==> src/rtl/keccak_pkg.sv <==
// Shared definitions for the sequential Keccak theta engine.
// Contents:
//   NLANE_X  - number of lanes along x (columns per slice)
//   state_t  - FSM state encoding (IDLE, PAR, APPLY, DONE)
//   idx()    - lane index 5*y+x inside a 25-bit slice
//   pos()    - vector bit position of lane (x,y); lane index 0 is the MSB
//   col_xor  - column parity of one x column in a slice
package keccak_pkg;

  localparam int NLANE_X = 5;

  typedef enum logic [1:0] {
    IDLE  = 2'd0,
    PAR   = 2'd1,
    APPLY = 2'd2,
    DONE  = 2'd3
  } state_t;

  function automatic int idx(input int x, input int y);
    return 5 * y + x;
  endfunction

  // Slices are numbered [0:24] with index 0 at the MSB of a [24:0] vector.
  function automatic int pos(input int x, input int y);
    return 24 - idx(x, y);
  endfunction

  function automatic logic col_xor(input logic [24:0] s, input int x);
    logic p;
    p = 1'b0;
    for (int y = 0; y < 5; y++) begin
      p = p ^ s[pos(x, y)];
    end
    return p;
  endfunction

endpackage

==> src/rtl/keccak_theta_seq_if.sv <==
// Bus between the round controller / state memory and the theta engine.
// Signals:
//   start, done, busy          - run request and status
//   in                         - slice read data (combinational on mem_adr)
//   mem_adr, mem_in            - slice address and write data
//   mem_r, mem_w               - read / write strobes
// Modports: slave = theta engine, master = controller plus memory side.
interface keccak_theta_seq_if #(
  parameter int ADR_W = 6
);
  logic              start;
  logic              done;
  logic              busy;
  logic [24:0]       in;
  logic [ADR_W-1:0]  mem_adr;
  logic [24:0]       mem_in;
  logic              mem_r;
  logic              mem_w;

  modport slave (
    input  start, in,
    output done, busy, mem_adr, mem_in, mem_r, mem_w
  );

  modport master (
    output start, in,
    input  done, busy, mem_adr, mem_in, mem_r, mem_w
  );
endinterface

==> src/rtl/keccak_theta_slice.sv <==
// Combinational per-slice theta datapath.
// Ports:
//   slice_in  - 25-bit slice A[.][.][z]
//   col_par   - column parity C[x][z] of slice_in, bit x = column x
//   c_z       - stored C[.][z]
//   c_zm1     - stored C[.][z-1 mod W]
//   slice_out - slice_in with D[x][z] XORed into every lane of column x
module keccak_theta_slice
  import keccak_pkg::*;
(
  input  logic [24:0] slice_in,
  output logic [4:0]  col_par,
  input  logic [4:0]  c_z,
  input  logic [4:0]  c_zm1,
  output logic [24:0] slice_out
);

  // Column parity and theta correction: D[x] = C[x-1][z] ^ C[x+1][z-1].
  always_comb begin
    col_par   = 5'd0;
    slice_out = slice_in;
    for (int x = 0; x < NLANE_X; x++) begin
      col_par[x] = col_xor(slice_in, x);
      for (int y = 0; y < 5; y++) begin
        slice_out[pos(x, y)] = slice_in[pos(x, y)]
                             ^ c_z[(x + 4) % 5]
                             ^ c_zm1[(x + 1) % 5];
      end
    end
  end

endmodule

==> src/rtl/keccak_theta_seq.sv <==
// Sequential Keccak-f theta step over a slice-organised state memory.
// Pass PAR reads slices 0..W-1 and stores the column parities C[x][z];
// pass APPLY re-reads each slice and writes A ^ D back in place.
// Ports:
//   clock - rising-edge clock
//   reset - asynchronous active-low reset
//   bus   - keccak_theta_seq_if slave (start/done/busy and memory port)
module keccak_theta_seq
  import keccak_pkg::*;
#(
  parameter int W     = 64,
  parameter int ADR_W = 6
) (
  input  logic                 clock,
  input  logic                 reset,
  keccak_theta_seq_if.slave    bus
);

  localparam logic [ADR_W-1:0] ZERO  = {ADR_W{1'b0}};
  localparam logic [ADR_W-1:0] ONE   = ADR_W'(1);
  localparam logic [ADR_W-1:0] ZLAST = ADR_W'(W - 1);

  state_t            state_r;
  logic [ADR_W-1:0]  z_r;
  logic [5*W-1:0]    par_r;
  logic              done_r;
  logic              busy_r;
  logic              mem_r_r;
  logic              mem_w_r;

  logic [ADR_W-1:0]  zm1_s;
  logic [4:0]        col_par_s;
  logic [4:0]        c_z_s;
  logic [4:0]        c_zm1_s;
  logic [24:0]       theta_s;
  logic [24:0]       mem_in_s;

  // Previous slice index with wrap; for W=1 this is slice 0 again.
  always_comb begin
    if (z_r == ZERO) begin
      zm1_s = ZLAST;
    end else begin
      zm1_s = z_r - ONE;
    end
    c_z_s   = par_r[int'(z_r) * 5 +: 5];
    c_zm1_s = par_r[int'(zm1_s) * 5 +: 5];
  end

  keccak_theta_slice u_slice (
    .slice_in  (bus.in),
    .col_par   (col_par_s),
    .c_z       (c_z_s),
    .c_zm1     (c_zm1_s),
    .slice_out (theta_s)
  );

  // Write data is only meaningful during APPLY; held at zero otherwise.
  always_comb begin
    if (state_r == APPLY) begin
      mem_in_s = theta_s;
    end else begin
      mem_in_s = 25'd0;
    end
  end

  // FSM, slice counter, parity buffer and registered strobes.
  always_ff @(posedge clock or negedge reset) begin
    if (!reset) begin
      state_r <= IDLE;
      z_r     <= ZERO;
      par_r   <= {(5*W){1'b0}};
      done_r  <= 1'b0;
      busy_r  <= 1'b0;
      mem_r_r <= 1'b0;
      mem_w_r <= 1'b0;
    end else begin
      case (state_r)
        IDLE: begin
          if (bus.start) begin
            state_r <= PAR;
            z_r     <= ZERO;
            busy_r  <= 1'b1;
            mem_r_r <= 1'b1;
          end
        end
        PAR: begin
          par_r[int'(z_r) * 5 +: 5] <= col_par_s;
          if (z_r == ZLAST) begin
            state_r <= APPLY;
            z_r     <= ZERO;
            mem_w_r <= 1'b1;
          end else begin
            z_r <= z_r + ONE;
          end
        end
        APPLY: begin
          if (z_r == ZLAST) begin
            state_r <= DONE;
            z_r     <= ZERO;
            mem_r_r <= 1'b0;
            mem_w_r <= 1'b0;
            done_r  <= 1'b1;
          end else begin
            z_r <= z_r + ONE;
          end
        end
        DONE: begin
          state_r <= IDLE;
          done_r  <= 1'b0;
          busy_r  <= 1'b0;
        end
        default: begin
          state_r <= IDLE;
          z_r     <= ZERO;
          done_r  <= 1'b0;
          busy_r  <= 1'b0;
          mem_r_r <= 1'b0;
          mem_w_r <= 1'b0;
        end
      endcase
    end
  end

  assign bus.done    = done_r;
  assign bus.busy    = busy_r;
  assign bus.mem_r   = mem_r_r;
  assign bus.mem_w   = mem_w_r;
  assign bus.mem_adr = z_r;
  assign bus.mem_in  = mem_in_s;

endmodule

==> src/flat_wrapper.sv <==
// flat-port wrapper written by rule: the top's interface ports become plain ports
module keccak_theta_seq_flat import keccak_pkg::*;
#(
  parameter int W     = 64,
  parameter int ADR_W = 6
)
  (clock, reset, bus_start, bus_in, bus_done, bus_busy, bus_mem_adr, bus_mem_in, bus_mem_r, bus_mem_w);
  keccak_theta_seq_if #(.ADR_W(ADR_W)) bus_i ();
  input  logic clock;
  input  logic reset;
  input wire logic [$bits(bus_i.start)-1:0] bus_start;
  input wire logic [$bits(bus_i.in)-1:0] bus_in;
  output wire logic [$bits(bus_i.done)-1:0] bus_done;
  output wire logic [$bits(bus_i.busy)-1:0] bus_busy;
  output wire logic [$bits(bus_i.mem_adr)-1:0] bus_mem_adr;
  output wire logic [$bits(bus_i.mem_in)-1:0] bus_mem_in;
  output wire logic [$bits(bus_i.mem_r)-1:0] bus_mem_r;
  output wire logic [$bits(bus_i.mem_w)-1:0] bus_mem_w;
  assign bus_i.start = bus_start;
  assign bus_i.in = bus_in;
  assign bus_done = bus_i.done;
  assign bus_busy = bus_i.busy;
  assign bus_mem_adr = bus_i.mem_adr;
  assign bus_mem_in = bus_i.mem_in;
  assign bus_mem_r = bus_i.mem_r;
  assign bus_mem_w = bus_i.mem_w;
  keccak_theta_seq #(.W(W), .ADR_W(ADR_W)) u_core (.clock(clock), .reset(reset), .bus(bus_i));
endmodule
==> config.mk <==
export PLATFORM = sky130hd
export DESIGN_NAME = keccak_theta_seq_flat
export DESIGN_NICKNAME = d
export VERILOG_FILES = /design/src/rtl/keccak_pkg.sv /design/src/rtl/keccak_theta_seq_if.sv /design/src/rtl/keccak_theta_slice.sv /design/src/rtl/keccak_theta_seq.sv /design/src/flat_wrapper.sv
export SDC_FILE = /design/constraint.sdc
export NUM_CORES = 1
export LEC_CHECK = 0
export CAP_MARGIN = 25
export CELL_PAD_IN_SITES_DETAIL_PLACEMENT = 0
export CELL_PAD_IN_SITES_GLOBAL_PLACEMENT = 2
export CORE_MARGIN = 2
export CORE_UTILIZATION = 31
export DETAILED_ROUTE_END_ITERATION = 10
export PLACE_DENSITY = 0.64
export SLEW_MARGIN = 10
export SYNTH_ARGS = -nofsm -noshare
export SYNTH_HDL_FRONTEND = slang
export SYNTH_SLANG_ARGS = --single-unit
==> constraint.sdc <==
create_clock -name clock -period 7.15 [get_ports clock]
set_clock_uncertainty 0.05 [all_clocks]
set_input_delay 1.43 -clock clock [delete_from_list [all_inputs] [get_ports clock]]
set_output_delay 1.43 -clock clock [all_outputs]
set_load 0.005 [all_outputs]
==> results.json <==
{
  "status": "complete, no violations",
  "r2r_start": "u_core.bus.mem_adr[0]",
  "layout_commonest_cell": "nand2_1",
  "min_period_ns": 6.77,
  "syn_nets": 1987,
  "drive_gt1_share_pct": 18.0,
  "maxCapViolCount": 0,
  "vias": 16964,
  "wire_per_inst_um": 31.4,
  "tightest_slew_ns": 1.11,
  "hold_buffers": 0,
  "ys_types": 92,
  "numCtsBuffers": 41,
  "portBuffers": 62,
  "ir_drop_mv": 0.320,
  "syn_area_um2": 19900,
  "rows": 92,
  "worst-path-max-fanout": 117,
  "grt_max_degree": 133,
  "track_usage_pct": 27.2,
  "grt_pass1_wl_um": 128000,
  "crit_cells": 11,
  "die-area_um2": 66200,
  "cellPowerDensity_nw_per_um2": 559,
  "setup_tns_ns": 0,
  "crit_path_end_kind": "primary output",
  "initial_core_util_pct": 31.4,
  "ys_ff_latch": 332,
  "crit_arrival_ns": 5.29,
  "dp_hpwl_um": 67400,
  "yosysSeqAreaShare_pct": 41.8,
  "grt_pass1_vias": 16053,
  "worst_skew_pair.late_latency_ns": 0.58,
  "netlist_top_cells_area": "dfrtp_1, mux4_2, nand2_1",
  "critPathKind": "reg -> out",
  "clockRootBuffer": "clkbuf_16",
  "timing.hold.ws_ns": 0.456,
  "hold_class": "reg -> reg",
  "wl_um": 90400,
  "drcViolationCount": 0,
  "synthCells": 1949,
  "endpoint": "bus_mem_in[10]",
  "drt-vias-per-instance": 5.89,
  "final_antenna_net_count": 0,
  "fp.dieW_um": 257,
  "hold_viol_final": 0,
  "r2r_slack_ns": 3.03,
  "core_um2": 63300,
  "path_clk_slew_ns": 0.07,
  "worst_path_max_delay_cell": "nor3_1",
  "cts_max_level": 2,
  "period_share_pct": 94.7,
  "layout_common_cells": "nand2_1, dfrtp_1, o21ai_0",
  "dr.pass1.iters": 5,
  "synth-main-ff-cell": "dfrtp_1",
  "slew_viol_final": 0,
  "antenna_found_initial": 5,
  "fill_cells": 6386,
  "clock.fmax_ghz": 0.148,
  "power_w": 0.0128,
  "ys_async_sr_fraction_pct": 100,
  "startpoint_type": "flop",
  "cts.sinks": 332,
  "die_h_um": 257,
  "reg2reg_to": "u_core.par_r[132]",
  "rsz0062_at_grt": "false",
  "crit_buf_inv": 3,
  "synth_top_area_share_pct": 41.8,
  "ctsLongestPathBuffers": 3,
  "worstPathCellList": "buf_12 > nor2_1 > o311a_1 > nor3_1 > buf_4 > o21ai_0 > a221o_1 > and4_1 > or3_1 > a21oi_1 > clkdlybuf4s50_1",
  "cts_tree": "done",
  "r2r_cells": 8,
  "cp_top_family": "simple AND/OR/NAND/NOR gates",
  "nets": 2040,
  "slew_headroom_pct": 25.5,
  "io_pins": 63,
  "synth_warnings": 0,
  "worst_hold_path.num_cells": 2,
  "cp.required_ns": 5.67,
  "crit_path_max_incr_delay_ns": 0.66,
  "first_iter_violations": 2081,
  "synth_enable_flop_cells": 0,
  "power.leakage_nw": 9.51,
  "yosysTopAreaCell": "dfrtp_1",
  "crit_start": "u_core.bus.mem_adr[0]",
  "area_growth_pct": 15.2,
  "syn-mean-instance-area_um2": 10.2,
  "overflow": 0,
  "finalSetupViolations": 0,
  "finalWeightedCongestion": 0.979
}
==> sequential cells by signal, summed over array words and instances, names as in the netlist <==
| signal | count |
|---|---|
| u_core.bus.busy | 1 |
| u_core.state_r | 2 |
| u_core.bus.mem_r | 1 |
| u_core.bus.mem_w | 1 |
| u_core.bus.mem_adr | 6 |
| u_core.par_r | 320 |
| u_core.bus.done | 1 |
==> report_power, final <==
group | internal [W] | total [W] | leakage (nW) | switching, W
logic | 0.00295 | 0.00739 | 5.47 | 0.00444
registers | 0.00250 | 0.00331 | 3.38 | 0.000813
clock network | 0.00123 | 0.00210 | 0.652 | 0.000870
==> through the flow <==
stage / util [%] / setup WS (ns) / cell area [um^2] / instances
floorplan: - / 1.60 / 19900 / 1949
global placement: 33.9 / 0.702 / 21500 / 2798
detailed placement: 33.9 / 0.649 / 21500 / 2798
CTS: 36.0 / 0.0251 / 22800 / 2870
global route: 36.2 / 0.130 / 22900 / 2877
finish: 36.2 / 0.375 / 22900 / 2879
==> per-layer routing <==
metal	track usage, %	routed length (um)	up-vias
li1	-	-	7287
met3	4.85	7640	153
met4	8.61	3150	0
met2	40.8	39500	893
met1	39.8	40100	8631
met5	0	0	-
==> worst min-delay path by stage <==
stage                           start  slack, ns           endpoint
floorplan            u_core.par_r[28]       0.41   u_core.par_r[28]
global placement    u_core.par_r[260]       0.43  u_core.par_r[260]
detailed placement    u_core.par_r[8]       0.44    u_core.par_r[8]
CTS                   u_core.par_r[8]       0.45    u_core.par_r[8]
global route        u_core.par_r[260]       0.48  u_core.par_r[260]
finish                u_core.par_r[8]       0.46    u_core.par_r[8]
==> cell type report <==
| cell class | count | area (um^2) | area share [%] |
|---|---|---|---|
| flip-flops and latches | 332 | 8320 | 36.3 |
| repair buffers | 139 | 1320 | 5.74 |
| well taps | 846 | 1060 | 4.62 |
| diodes | 2 | 5.00 | 0.0218 |
| clock buffers | 54 | 1130 | 4.95 |
| inverters | 20 | 75.1 | 0.328 |
| clock inverters | 18 | 189 | 0.825 |
| multi-input cells | 1468 | 10800 | 47.2 |
==> what timing repair did <==
action | CTS | global route
setup endpoints to repair | 0 | 10
resized for setup | 0 | 2
endpoints found under the hold margin | 0 | 0
setup buffers | 0 | 5
==> worst min-delay path, stage by stage (launching register included) <==
cell	delay, ns
dfrtp_1	0.36
nand2_1	0.05
o31ai_1	0.06
==> cell families after synthesis <==
logic type	count (synthesis)	synth area share, %
buffers and inverters	149	4.34
adders and majority gates	10	0.629
xor gates and xnor gates	48	2.15
muxes	233	20.8
AOI/OAI and AO/OA	510	15.6
DFF	332	41.8
and+or+nand+nor	667	14.6
==> cell usage after synthesis, drive strengths merged, types with 8 or more instances <==
| cell | number |
|---|---|
| nand3 | 31 |
| a22oi | 21 |
| ha | 10 |
| mux2 | 46 |
| nor3 | 19 |
| clkbuf | 63 |
| nor2 | 59 |
| or3 | 15 |
| mux2i | 48 |
| inv | 19 |
| xor2 | 8 |
| nor2b | 8 |
| nand4 | 8 |
| o22ai | 8 |
| dfrtp | 332 |
| o21ai | 284 |
| nand2 | 454 |
| mux4 | 139 |
| and3 | 17 |
| a211oi | 14 |
| a21oi | 55 |
| nor4 | 10 |
| a31oi | 10 |
| and2 | 10 |
| buf | 65 |
| o211ai | 17 |
| nand2b | 9 |
| xnor2 | 40 |
| o31ai | 46 |
(Power assumes the default switching activity.)
